`src/rtl/yv_row_sequencer.sv`:
```
// yv_row_sequencer: walks matrix Y (row-major) against vector V in SRAM and
// issues one Y/V read pair per cycle. It drives the accumulator controls,
// aligned to the multiplier output. When a row is finished it latches the
// accumulator sum and presents it with a one-cycle valid pulse.
//
// state    | meaning
// ---------+-------------------------------------------------------------
// IDLE     | waiting for start; operands are sampled here only
// ISSUE    | N read cycles for the current row, one column per cycle
// DRAIN    | waiting 1+MULT_LAT+ACC_LAT cycles for the row sum to settle
// CAPTURE  | latch acc_out as the row result, then advance or finish
// DONE     | one-cycle done pulse, then back to IDLE
module yv_row_sequencer #(
  parameter int N        = 8,
  parameter int ADDR_W   = 6,
  parameter int ROW_W    = 4,
  parameter int DATA_W   = 48,
  parameter int MULT_LAT = 2,
  parameter int ACC_LAT  = 3
) (
  input  logic              i_clock,
  input  logic              i_reset,
  input  logic              i_start,
  input  logic [ROW_W-1:0]  i_num_rows,
  input  logic [ADDR_W-1:0] i_y_base,
  input  logic [ADDR_W-1:0] i_v_base,
  output logic              o_sram_rd_en,
  output logic [ADDR_W-1:0] o_y_addr,
  output logic [ADDR_W-1:0] o_v_addr,
  output logic              o_acc_enable,
  output logic              o_acc_chain,
  output logic              o_acc_sel_even,
  input  logic [DATA_W-1:0] i_acc_out,
  output logic [DATA_W-1:0] o_result,
  output logic [ROW_W-1:0]  o_result_row,
  output logic              o_result_valid,
  output logic              o_busy,
  output logic              o_done
);

  localparam int COL_W     = $clog2(N);
  localparam int DRAIN_CYC = 1 + MULT_LAT + ACC_LAT;
  localparam int DRAIN_W   = $clog2(DRAIN_CYC + 1);
  localparam int PIPE_D    = 1 + MULT_LAT;

  typedef enum logic [2:0] {
    S_IDLE,
    S_ISSUE,
    S_DRAIN,
    S_CAPTURE,
    S_DONE
  } state_t;

  state_t              r_state;
  state_t              w_state_nxt;

  logic [COL_W-1:0]    r_col;
  logic [DRAIN_W-1:0]  r_drain;
  logic [ROW_W-1:0]    r_row;
  logic [ROW_W-1:0]    r_num_rows;
  logic [ADDR_W-1:0]   r_row_ptr;
  logic [ADDR_W-1:0]   r_v_base;
  logic [DATA_W-1:0]   r_result;
  logic [ROW_W-1:0]    r_result_row;
  logic                r_result_valid;
  logic [PIPE_D-1:0]   r_pipe_vld;
  logic [PIPE_D-1:0]   r_pipe_first;
  logic [PIPE_D-1:0]   r_pipe_even;

  logic                w_rd_en;
  logic                w_last_col;
  logic                w_last_row;
  logic                w_drain_tc;

  assign w_rd_en    = (r_state == S_ISSUE);
  assign w_last_col = (r_col == COL_W'(N - 1));
  assign w_last_row = (r_row == (r_num_rows - ROW_W'(1)));
  assign w_drain_tc = (r_drain == '0);

  // State register
  always_ff @(posedge i_clock) begin
    if (i_reset) r_state <= S_IDLE;
    else         r_state <= w_state_nxt;
  end

  // Next-state decode
  always_comb begin
    w_state_nxt = r_state;
    case (r_state)
      S_IDLE: begin
        if (i_start) w_state_nxt = (i_num_rows == '0) ? S_DONE : S_ISSUE;
      end
      S_ISSUE: begin
        if (w_last_col) w_state_nxt = S_DRAIN;
      end
      S_DRAIN: begin
        if (w_drain_tc) w_state_nxt = S_CAPTURE;
      end
      S_CAPTURE: begin
        w_state_nxt = w_last_row ? S_DONE : S_ISSUE;
      end
      S_DONE: begin
        w_state_nxt = S_IDLE;
      end
      default: w_state_nxt = S_IDLE;
    endcase
  end

  // Job operands, column/row counters, drain timer and result latch
  always_ff @(posedge i_clock) begin
    if (i_reset) begin
      r_col          <= '0;
      r_drain        <= '0;
      r_row          <= '0;
      r_num_rows     <= '0;
      r_row_ptr      <= '0;
      r_v_base       <= '0;
      r_result       <= '0;
      r_result_row   <= '0;
      r_result_valid <= 1'b0;
    end else begin
      r_result_valid <= (r_state == S_CAPTURE);
      case (r_state)
        S_IDLE: begin
          if (i_start) begin
            r_num_rows <= i_num_rows;
            r_row_ptr  <= i_y_base;
            r_v_base   <= i_v_base;
            r_row      <= '0;
            r_col      <= '0;
          end
        end
        S_ISSUE: begin
          if (w_last_col) begin
            r_col   <= '0;
            r_drain <= DRAIN_W'(DRAIN_CYC - 1);
          end else begin
            r_col   <= r_col + COL_W'(1);
          end
        end
        S_DRAIN: begin
          if (!w_drain_tc) r_drain <= r_drain - DRAIN_W'(1);
        end
        S_CAPTURE: begin
          r_result     <= i_acc_out;
          r_result_row <= r_row;
          if (!w_last_row) begin
            r_row     <= r_row + ROW_W'(1);
            r_row_ptr <= r_row_ptr + ADDR_W'(N);
          end
        end
        default: ;
      endcase
    end
  end

  // Tags each read with {valid, first column, even column}. The tag reaches
  // the accumulator controls together with the product of that read.
  always_ff @(posedge i_clock) begin
    if (i_reset) begin
      r_pipe_vld   <= '0;
      r_pipe_first <= '0;
      r_pipe_even  <= '0;
    end else begin
      r_pipe_vld[0]   <= w_rd_en;
      r_pipe_first[0] <= w_rd_en & (r_col == '0);
      r_pipe_even[0]  <= w_rd_en & ~r_col[0];
      for (int i = 1; i < PIPE_D; i++) begin
        r_pipe_vld[i]   <= r_pipe_vld[i-1];
        r_pipe_first[i] <= r_pipe_first[i-1];
        r_pipe_even[i]  <= r_pipe_even[i-1];
      end
    end
  end

  // Addresses are forced to zero outside ISSUE so that idle outputs read as 0
  assign o_sram_rd_en   = w_rd_en;
  assign o_y_addr       = w_rd_en ? (r_row_ptr + ADDR_W'(r_col)) : '0;
  assign o_v_addr       = w_rd_en ? (r_v_base + ADDR_W'(r_col)) : '0;
  assign o_acc_enable   = r_pipe_vld[PIPE_D-1];
  assign o_acc_chain    = r_pipe_vld[PIPE_D-1] & ~r_pipe_first[PIPE_D-1];
  assign o_acc_sel_even = r_pipe_vld[PIPE_D-1] & r_pipe_even[PIPE_D-1];
  assign o_result       = r_result;
  assign o_result_row   = r_result_row;
  assign o_result_valid = r_result_valid;
  assign o_busy         = (r_state != S_IDLE);
  assign o_done         = (r_state == S_DONE);

endmodule

```
`config.mk`:
```
export PLATFORM = sky130hd
export DESIGN_NAME = yv_row_sequencer
export DESIGN_NICKNAME = d
export VERILOG_FILES = /design/src/rtl/yv_row_sequencer.sv
export SDC_FILE = /design/constraint.sdc
export NUM_CORES = 1
export LEC_CHECK = 0
export CAP_MARGIN = 0
export CORE_ASPECT_RATIO = 0.6
export CORE_MARGIN = 2
export CORE_UTILIZATION = 48
export CTS_CLUSTER_DIAMETER = 80
export CTS_CLUSTER_SIZE = 40
export DETAILED_ROUTE_END_ITERATION = 8
export PLACE_DENSITY = 0.85
export RECOVER_POWER = 25
export SLEW_MARGIN = 20
export SYNTH_ARGS = -nofsm -noshare
export SYNTH_HDL_FRONTEND = slang
export SYNTH_SLANG_ARGS = --single-unit
```
`constraint.sdc`:
```
create_clock -name i_clock -period 3.2 [get_ports i_clock]
set_input_delay 0.32 -clock i_clock [delete_from_list [all_inputs] [get_ports i_clock]]
set_output_delay 0.32 -clock i_clock [all_outputs]
set_load 0.01 [all_outputs]
```
# --- Word level (Yosys, flattened, before mapping) ---
# Index checks and enable logic that the tools add are counted.
word_totals:
  register_bits: 91
  output_inout_bits: 71
  inputBits: 67
  word_cells: 70
op_classes:
  bitwise: 6
  n_eq_ne: 11
  add_sub_neg: 7
  mux: 20
  reduce_logical: 13
ops:
  columns: ["cell", "count"]
  rows:
  - ["two-way mux 3 bit", 9]
  - ["two-way mux 6 bit", 4]
  - ["adder 6 x 3 -> 6 bit", 2]
  - ["case mux 3 bit (2 select lines)", 2]
  - ["case mux 3 bit (4 select lines)", 1]
  - ["case mux 6 bit (2 select lines)", 1]
  - ["logical NOT 3 bit", 3]
  - ["AND reduction 3 bit", 3]
  - ["two-way mux 4 bit", 2]
  - ["inequality test 2 bit, second input constant", 4]
  - ["case mux 4 bit (2 select lines)", 1]
  - ["adder 6 x 4 -> 6 bit, second input constant", 1]
  - ["== test 3 x 2 -> 1 bit, second input constant", 2]
  - ["== test 3 bit, second input constant", 2]
  - ["nonzero test 2 bit", 3]
  - ["adder 4 x 1 -> 4 bit, second input constant", 1]
  - ["AND 1 bit", 4]
  - ["== test 4 bit", 1]
  - ["logical NOT 4 bit", 1]
  - ["AND reduction 2 bit", 2]
  - ["subtractor 4 x 1 -> 4 bit, second input constant", 1]
  - ["adder 3 x 1 -> 3 bit, second input constant", 1]
  - ["== test 3 x 1 -> 1 bit, second input constant", 1]
  - ["nonzero test 3 bit", 1]
  - ["other kinds (3)", 4]

# --- Depth between registers and ports, before layout ---
depth:
  ltp_word: 4
  ltp_mapped: 8
  mapped_depth_nobuf: 8

# --- Least setup slack after synthesis ---
# Ideal clock, no wire load.
synth_timing:
  path_type: "reg2out"
  start: "reg r_col[0]"
  end: "out o_y_addr[4]"
  n_path_buf: 0
  path_slack_ps: 1339
  t_required_ps: 2880
  t_arrival_ps: 1541
  path_stages_with_launch: 8
  path_cell_list: "dfxtp_1 ha_1 inv_1 fa_1 nor2b_1 o21ai_0 xor2_1 nor2_1"
synth_between:
  elab_chain_len: 2
synth_rtl:
  columns: ["element", "line_no", "text"]
  rows:
  - ["start, declared", "57", "logic [COL_W-1:0] r_col;"]
  - ["start signal, assigned", "138", "r_col <= r_col + COL_W'(1);"]
  - ["adder 6 x 3 -> 6 bit", "178", "assign o_y_addr = w_rd_en ? (r_row_ptr + ADDR_W'(r_col)) : '0;"]
  - ["two-way mux 6 bit", "178", null]
  - ["end, declared", "28", "output logic [ADDR_W-1:0] o_y_addr,"]
# No other way between the ends.

# --- Worst setup path in the final report ---
# Same ends and word-level chain as after synthesis.

==> summary.md <==
| Metric | Value |
|---|---|
| Status | `finished with violations` |
| Violated checks | `max-capacitance violations, max-slew violations` |
| Fraction of the mapped netlist area in adder cells | `5.67%` |
| Slowest CP cell | `clkdlybuf4s50_1` |
| CP Capture Type | `output pin` |
| Sw Ratio | `22.4%` |
| Compound-Gate Fraction of Synth Area | `15.2%` |
| Switching pwr | `561 µW` |
| Initial antenna violation count | `0` |
| Logic pwr share | `9.9%` |
| Data arrival, critical path | `2.57 ns` |
| Flop pwr share | `47.1%` |
| Cell row count | `25` |
| Max incr delay on CP | `0.55 ns` |
| Mean Syn Cell Area | `8.09 µm²` |
| Place WS | `0.688 ns` |
| CP delay by family, top | `adder cells` |
| Post-synth EDFFs | `0` |
| Crit Path Max Fanout | `7` |
| Fraction of registers with async set or reset after synthesis | `0%` |
| Worst EP required | `2.88 ns` |
| Gpl congestion | `0.819` |
| Fillers | `619` |
| Final Cycle Share | `90.4%` |
| Post-DP HPWL | `7.01 mm` |
| Area leader, netlist | `dfxtp_1` |
| RSZ-0062 raised after global routing | `false` |
| Most frequent cells in the layout | `nand2_1 (138), clkdlybuf4s50_1 (106), dfxtp_1 (91)` |
| GR peak layer | `met2` |
| Worst setup margin | `0.306 ns` |
| Synth Instances | `469` |
| Footprint of the multi-input gates | `1800 µm²` |
| Power Dens Cells | `454 nW/µm²` |
| Maximum clock frequency | `346 MHz` |
| DRT Pass-1 Iters | `5` |
| Root Buffer Master | `clkbuf_16` |
| Setup TNS Final | `0 ns` |
| Iter 0 DRT Violations | `240` |
| Initial Util | `48.9%` |
| Register area share after synthesis | `48.0%` |
| H-tree levels | `3` |
| Antenna diode count | `0` |
| Relative slew slack | `-11.1%` |
| Antenna-violating nets left | `0` |
| Skew-Pair Late Insertion Delay | `0.33 ns` |
| Hold/Removal Path Class | `register to register` |
| Area share of the largest cell type after synthesis | `48.0%` |
| Dpl cells | `689` |
| Final hold vios | `0` |
| YS warnings | `0` |
| Synth top area cells | `dfxtp_1 (48%), nand2_1 (14%), a21oi_1 (10%), ha_1 (4.6%), nor2b_1 (2.1%)` |
| Worst clock skew | `0.00617 ns` |
| Syn nets | `552` |
| Area Overhead vs Synth | `45.5%` |
| Fin crit period | `2.89 ns` |
| Number of buffers created by CTS | `9` |
| Post-Synth XOR/XNOR Area | `2.67%` |
| DR vias/cell | `5.05` |
| Port-buffer cells | `137` |
| Width of the die | `119 µm` |
| Clock power share | `43.0%` |
| Ratio of cells with drive above 1 in the final layout | `4.52%` |
| Crit start category | `register` |
| Met2 usage | `36.5%` |
| Met3 Use GR | `7.58%` |
| Synth Register Bits | `91` |
| Final Max Tran Viols | `39` |
| CTS tree | `yes` |
| Register area | `1820 µm²` |
| Most common cell after layout, fill and taps aside | `nand2_1` |
| Leakage power | `0.00204 µW` |
| Worst path cell trace | `ha_1, inv_1, fa_1, nor2b_1, o21ai_0, xor2_1, nor2_1, clkdlybuf4s50_1` |
| Buffer depth of the longest clock path | `2` |
| Post-CTS resize count | `0` |
| Main synth FF type | `dfxtp_1` |
| Setup Buffers After CTS | `0` |
| DRC errors left | `0` |
| Via count | `3562` |
| Total congestion overflow | `0` |
| Hold Buf Count CTS | `0` |
| Post-route cell area | `5520 µm²` |
| Placement Cell Area | `5210 µm²` |
| GRT Util Overall | `22.9%` |
| Worst Path Buf+Inv | `2` |
| First-pass GRT wire length | `15.9 mm` |
| Vias in the first global route | `3330` |
| Fin nets | `675` |
| Largest family of logic cells by synthesized area | `simple AND/OR/NAND/NOR gates` |
| P_int | `1940 µW` |
| VDD IR max | `0.351 mV` |
| # IOs | `138` |
| Max cap viols | `1` |
| Final wirelength | `9.74 mm` |
| M1 GR Usage | `30.2%` |
| Die height | `72.9 µm` |
| Distinct cells, synth | `46` |
| Final non-filler cell total | `705` |
| CTS sink count | `91` |
| Syn Std Cell Area | `3790 µm²` |
| Post-synthesis simple-gate area fraction | `23.6%` |
| Placeable core area | `7760 µm²` |
| Worst Tran Pin Value | `1.67 ns` |
| Largest net degree at the start of global routing | `54` |
| DR WL/cell | `13.8 µm` |
| Setup-failing EPs final | `0` |
| Clk pin slew, worst setup/hold paths | `0.06 ns` |
| Post-synthesis mux area share | `0.264%` |
| CP Class | `register to output pin` |
| Die Area | `8650 µm²` |
## synthesized netlist by cell type, types with 2 or more instances
master	number
a211oi_1	4
a21boi_1	2
a21o_1	2
a21oi_1	77
and2_1	3
buf_1	5
buf_2	2
clkbuf_1	20
dfxtp_1	91
fa_1	2
ha_1	14
inv_1	13
nand2_1	138
nand2b_1	4
nand3_1	6
nand3b_1	2
nor2_1	15
nor2b_1	13
nor3_1	9
nor3b_1	2
nor4_1	3
o21ai_0	7
or3_1	5
xnor2_1	3
xor2_1	6
## power groups by stage
stage          sequential, µW  combinational, µW  clock [µW]
3_3_place_gp             1200                241           0
3_5_place_dp             1200                245           0
6_report                 1180                248        1080
5_1_grt                  1180                271        1150
2_1_floorplan            1190                124           0
4_1_cts                  1180                248        1100
## sequential cells by signal, summed over array words and instances (netlist names)
signal,cells
o_result,48
r_row_ptr,6
r_v_base,6
o_result_row,4
r_num_rows,4
r_row,4
r_col,3
r_drain,3
r_pipe_even,3
r_pipe_first,3
r_pipe_vld,3
r_state,3
o_result_valid,1
## cells by family after synthesis
logic type,count (synthesis)
XOR/XNOR,10
multiplexers,1
flip-flops,91
AND/OR/NAND/NOR,205
adder cells (fa/ha/maj),16
buffers and inverters,43
AO/OA/AOI/OAI,103
## area by class of cell
| type | instances | area share [%] |
|---|---|---|
| Clock buffer | 11 | 4.58 |
| Clock inverter | 5 | 1.07 |
| Inverter | 14 | 0.953 |
| Multi-Input combinational cell | 335 | 32.7 |
| Sequential cell | 91 | 33.0 |
| Tap cell | 108 | 2.45 |
| Timing Repair Buffer | 141 | 25.2 |
## stage by stage
step	power [µW]	hold WS, ns	utilization [%]
finish	2500	0.436	71.1
global route	2600	0.447	71.1
CTS	2520	0.437	71.2
detailed placement	1450	0.422	67.1
global placement	1440	0.421	67.1
floorplan	1320	0.414	-
## final timing paths
check	to	slack, ns	from	depth (start not counted)
worst max-delay path	o_y_addr[4]	0.31	r_col[0]	8
worst min-delay path	r_pipe_vld[1]	0.44	r_pipe_vld[0]	1
worst max register to register	r_row[3]	1.02	r_state[0]	5
worst min register to register	r_pipe_vld[1]	0.44	r_pipe_vld[0]	1
## routing by layer
metal	routed length, µm	part of all wire (%)	vias to the layer above
li1	-	-	1791
met1	4580	47	1644
met2	4390	45	122
met3	743	7.6	5
met4	32	0.33	0
met5	0	0	-
No activity file was read; power rests on OpenSTA's default activity.
